==> src/rtl/dio_bus_ctrl.sv <==
// Data/IO bus controller: request/ready data port, single-cycle IO port, pipeline stall.
// Optional wait timeout with sticky bus_error when DIO_TIMEOUT_EN is defined.
module dio_bus_ctrl #(
  parameter int unsigned TIMEOUT_CYCLES = 255
) (
  input  logic        clk,
  input  logic        rst,
  input  logic        data_ren,
  input  logic        data_wren,
  input  logic        IO_ren,
  input  logic        IO_wren,
  input  logic [31:0] data_address,
  input  logic [15:0] IO_address,
  input  logic [15:0] DIO_out,
  output logic [15:0] DIO_in,
  output logic        data_hazard,
  output logic        mem_req,
  output logic        mem_we,
  output logic [31:0] mem_addr,
  output logic [15:0] mem_wdata,
  input  logic [15:0] mem_rdata,
  input  logic        mem_ready,
  output logic        io_ren,
  output logic        io_wen,
  output logic [15:0] io_addr,
  output logic [15:0] io_wdata,
  input  logic [15:0] io_rdata,
  output logic        bus_error,
  output logic [0:0]  state_dbg
);

  localparam logic [0:0] S_IDLE     = 1'b0;
  localparam logic [0:0] S_MEM_WAIT = 1'b1;

  if (TIMEOUT_CYCLES < 1 || TIMEOUT_CYCLES > 255) begin : g_bad_timeout
    $error("dio_bus_ctrl: TIMEOUT_CYCLES must be in 1..255");
  end

  logic [0:0] state;
  logic       data_strobe;
  logic       io_sel;

  // Handshake: mem_req rises with the latched request and stays high, with
  // address/data/we frozen, until the cycle mem_ready is seen (or the wait
  // is aborted); mem_ready outside MEM_WAIT is ignored.
  assign data_strobe = data_ren | data_wren;
  assign io_sel      = (state == S_IDLE) && !data_strobe;
  assign io_ren      = io_sel & IO_ren;
  assign io_wen      = io_sel & IO_wren;
  assign io_addr     = IO_address;
  assign io_wdata    = DIO_out;
  assign data_hazard = (state == S_MEM_WAIT);
  assign state_dbg   = state;

`ifdef DIO_TIMEOUT_EN
  localparam logic [7:0] WAIT_LAST = 8'(TIMEOUT_CYCLES - 1);
  logic [7:0] wait_cnt;
  logic       timeout_hit;

  // Counter reaching TIMEOUT_CYCLES at this edge; a coincident ready wins.
  assign timeout_hit = (state == S_MEM_WAIT) && !mem_ready && (wait_cnt == WAIT_LAST);

  always_ff @(posedge clk) begin
    if (rst) begin
      wait_cnt  <= 8'd0;
      bus_error <= 1'b0;
    end else begin
      if (state == S_IDLE) begin
        wait_cnt <= 8'd0;
      end else if (!mem_ready) begin
        wait_cnt <= wait_cnt + 8'd1;
      end
      if (timeout_hit) begin
        bus_error <= 1'b1;
      end
    end
  end
`else
  logic timeout_hit;
  assign timeout_hit = 1'b0;
  assign bus_error   = 1'b0;
`endif

  always_ff @(posedge clk) begin
    if (rst) begin
      state     <= S_IDLE;
      DIO_in    <= 16'h0000;
      mem_req   <= 1'b0;
      mem_we    <= 1'b0;
      mem_addr  <= 32'h0000_0000;
      mem_wdata <= 16'h0000;
    end else begin
      case (state)
        S_IDLE: begin
          if (data_strobe) begin
            // Store wins when both data strobes are set.
            mem_addr  <= data_address;
            mem_wdata <= DIO_out;
            mem_we    <= data_wren;
            mem_req   <= 1'b1;
            state     <= S_MEM_WAIT;
          end else if (IO_ren) begin
            DIO_in <= io_rdata;
          end
        end
        S_MEM_WAIT: begin
          if (mem_ready) begin
            if (!mem_we) begin
              DIO_in <= mem_rdata;
            end
            mem_req <= 1'b0;
            state   <= S_IDLE;
          end else if (timeout_hit) begin
            if (!mem_we) begin
              DIO_in <= 16'hFFFF;
            end
            mem_req <= 1'b0;
            state   <= S_IDLE;
          end
        end
        default: state <= S_IDLE;
      endcase
    end
  end

endmodule
==> config.mk <==
export PLATFORM = sky130hd
export DESIGN_NAME = dio_bus_ctrl
export DESIGN_NICKNAME = d
export VERILOG_FILES = /design/src/rtl/dio_bus_ctrl.sv
export SDC_FILE = /design/constraint.sdc
export NUM_CORES = 1
export LEC_CHECK = 0
export CORE_MARGIN = 5
export CORE_UTILIZATION = 25
export DETAILED_ROUTE_END_ITERATION = 8
export GPL_TIMING_DRIVEN = 1
export PLACE_DENSITY_LB_ADDON = 0.25
export SETUP_SLACK_MARGIN = 0.02
export SYNTH_ARGS = -nofsm -noshare
export SYNTH_HDL_FRONTEND = slang
export SYNTH_SLANG_ARGS = --single-unit
==> constraint.sdc <==
create_clock -name clk -period 1.45 [get_ports clk]
set_input_delay 0.29 -clock clk [delete_from_list [all_inputs] [get_ports clk]]
set_output_delay 0.29 -clock clk [all_outputs]
set_load 0.05 [all_outputs]
==> metrics.csv <==
stage,metric,value,unit
run_status,run status,"finished, violations left",
run_status,violations in the final reports,negative setup slack,
worst_setup_path,arrival time at the worst endpoint,1.22,ns
yosys,largest cells by area after synthesis,"sky130_fd_sc_hd__dfxtp_1 (47%), sky130_fd_sc_hd__nand2_1 (13%), sky130_fd_sc_hd__buf_4 (9.5%), sky130_fd_sc_hd__a21oi_1 (8.5%), sky130_fd_sc_hd__mux2i_1 (6.0%)",
layout,area overhead of the layout relative to synthesis,105,%
worst_setup_path,Worst Setup EP,io_ren,
worst_setup_path,cell type of the slowest stage on the worst timing path,sky130_fd_sc_hd__dlygate4sd2_1,
cts,number of buffers created by CTS,9,
yosys,Syn Inst Count,331,
timing,worst hold slack across all endpoints,0.336,ns
floorplanning,boundary pin count,206,
min_path,launch point of the worst hold path,rst,
timing,setup slack of the critical path after layout,-0.0630,ns
grt,number of global-route vias before repair,2699,
yosys,summed instance area of the synthesized netlist,2840,sq um
timing,Final Hold Violating Endpoints,0,
yosys,Post-Synthesis Mean Instance Area,8.57,sq um
route,remaining number of nets flagged by the antenna check after routing,0,
cts,clock tree from TritonCTS,built,
timing,final critical-path required period,1.51,ns
grt,total routing resource utilization after global routing,12.6,%
timing,crit share post-route,104,%
worst_setup_path,number of cells traversed by the worst register-to-register path,5,
timing,# setup viols final,1,
cts,sink count of the clock tree,67,
worst_setup_path,crit path max fanout,4,
worst_setup_path,kind of critical path,input port to output port,
worst_setup_path,endpoint class of the critical path,output port,
place,number of buffers added on ports,172,
place,RePlAce Congestion,0.692,
min_path,class of the worst hold path,input port to flip-flop,
yosys,Synth top area share,47.3,%
timing,Worst Clk Skew,0.00436,ns
grt,global-route wire length before repair,13.3,mm
flow_run,Max Cap Violations,0,
yosys,post-synthesis sequential area ratio,47.3,%
route,total via count in the routed design,2680,
grt,total global routing overflow,0,
timing,highest clock frequency the design can meet,661,MHz
power_and_ir_drop,Worst VDD drop,0.480,mV
worst_setup_path,source of the critical timing path,data_ren,
yosys,flip-flop cell with the highest count after synthesis,sky130_fd_sc_hd__dfxtp_1,
yosys,most area-hungry cell type in the Yosys netlist,sky130_fd_sc_hd__dfxtp_1,
worst_setup_path,cell-by-cell trace of the critical path,dlygate4sd2_1 -> nor4b_4 -> buf_4 -> buf_12,
route,per-cell via count in the routed design,4.29,
floorplanning,number of placement rows,39,
cts,clock-pin slew on the worst setup and hold paths,0.06,ns
yosys,distinct cell type count after synthesis,20,
power_and_ir_drop,pwr dens,1130,nW/um^2
worst_setup_path,critical path startpoint category,input port,
worst_setup_path,Crit path required time,1.16,ns
floorplanning,starting utilization of the core area,25.2,%
floorplanning,Die Span Y,117,microns
cts,root buffer cell,sky130_fd_sc_hd__clkbuf_16,
worst_setup_path,CP max stage delay,0.31,ns
cts,count of hold buffers inserted by post-cts repair,0,
floorplanning,die area,13600,sq um
grt,number of antenna violations at the first check in global routing,0,
layout,Final Instance Area,5810,sq um
cts,H-tree depth,3,
layout,"most common cell after layout, fill and taps aside",sky130_fd_sc_hd__nand2_1,
power_and_ir_drop,leakage dissipation,2.31,nW
route,iteration-0 DRC count of the detailed router,68,
timing,number of max-slew violations in the final report,0,
worst_setup_path,worst reg2reg path startpoint,data_hazard,
yosys,number of enable-type register cells in the synthesized netlist,0,
yosys,register bit total from synthesis,67,
yosys,Synth Warn #,0,
cts,Clock Tree Buf Depth,2,
route,total wire length after detailed routing,8.88,mm
layout,Post-layout nets,578,
place,Detailed Place HPWL,7.02,mm
layout,layout cell share with drive strength beyond 1,29.8,%
timing,RSZ-0062 raised after global routing,true,
floorplanning,width of the die,117,microns
route,post-DR wirelength/cell,14.2,microns
floorplanning,area inside the core boundary,11300,sq um
worst_setup_path,capture point of the worst reg-to-reg path,DIO_in[5],
route,Residual DRC,0,
timing,setup tns final,-0.0630,ns
yosys,synthesized net count,434,
cts,clock network latency to the later pin of the worst-skew pair,0.31,ns
grt,largest net degree at the start of global routing,34,
yosys,fraction of registers with async set or reset after synthesis,0,%
place,post-detailed-placement cell area,5440,sq um
worst_setup_path,Register-to-Register Setup Slack,0.08,ns
route,Detailed Routing Iterations Pass 1,4,
layout,most frequent cells in the layout,"sky130_fd_sc_hd__nand2_1 (96), sky130_fd_sc_hd__buf_12 (91), sky130_fd_sc_hd__clkdlybuf4s50_1 (82)",
## flip-flops by register name (all words and copies together), names as in the netlist
name,cells
DIO_in,16
data_hazard,1
mem_addr,32
mem_req,1
mem_wdata,16
mem_we,1
## power by group
group | switching (mW) | leakage (nW) | internal [mW]
clock network | 0.803 | 0.159 | 1.55
registers | 0.147 | 0.554 | 1.99
logic | 1.03 | 1.60 | 1.04
total | 1.98 | 2.31 | 4.58
## metal layers
layer,vias to the layer above,wire length (microns),share of wire [%],GRT usage (%)
met2,96,4510,51,22.2
met5,-,0,0,0
met4,0,124,1.4,4.66
met1,1218,3290,37,13.3
met3,9,960,11,5.70
li1,1357,-,-,-
## cell families (layout without fill, tap and decap cells)
group	Yosys count	after routing	share of synthesized area [%]
AO/OA/AOI/OAI	68	68	15.6
buffers and inverters	59	208	13.4
flip-flops	67	67	47.3
multiplexers	17	17	6.00
other	1	2	0.132
AND/OR/NAND/NOR	119	119	17.5
## synthesized netlist by cell type, types with 2 or more instances
cell type / number
sky130_fd_sc_hd__buf_2: 8
sky130_fd_sc_hd__nand2_1: 96
sky130_fd_sc_hd__a211oi_2: 10
sky130_fd_sc_hd__nor2_1: 2
sky130_fd_sc_hd__a211oi_1: 8
sky130_fd_sc_hd__dfxtp_1: 67
sky130_fd_sc_hd__buf_6: 2
sky130_fd_sc_hd__mux2i_1: 17
sky130_fd_sc_hd__a21oi_1: 48
sky130_fd_sc_hd__buf_4: 36
sky130_fd_sc_hd__nor3_1: 17
sky130_fd_sc_hd__clkbuf_1: 12
## through the flow
stage	power, mW	std cells	worst slack, ns	utilization (%)
after global placement	4.24	605	-0.288	48.2
after floorplan	3.24	331	-0.0181	-
final	6.56	624	-0.0630	51.5
after detailed placement	4.26	605	-0.315	48.2
after CTS	6.67	623	-0.128	51.2
after global routing	6.85	623	-0.125	51.5
## worst min-delay path by stage
stage,end,slack (ns),depth (start not counted)
after floorplan,data_hazard,0.38,1
final,DIO_in[8],0.34,2
after global placement,mem_addr[29],0.48,2
after CTS,DIO_in[8],0.33,2
after global routing,DIO_in[1],0.35,2
after detailed placement,mem_addr[16],0.48,2
## critical path: cells and delay by family
| family | cells | cell delay [ns] |
|---|---|---|
| buf+inv | 3 | 0.61 |
| simple gates | 1 | 0.31 |
## final cells by class
cell class,count,area (sq um)
multi-input cells,205,1150
well taps,143,179
fillers,1009,5470
diodes,1,2.50
flip-flops and latches,67,1350
clock inverters,6,87.6
clock buffers,10,239
repair buffers,192,2790
## timing repair
| item | in CTS | in global routing |
|---|---|---|
| buffers inserted | 2 | 0 |
| resized for setup | 2 | 6 |
| setup endpoints to repair | 5 | 5 |
| pin swaps | 1 | 3 |
| cloned | 0 | 0 |
No activity file was read; power rests on OpenSTA's default activity.
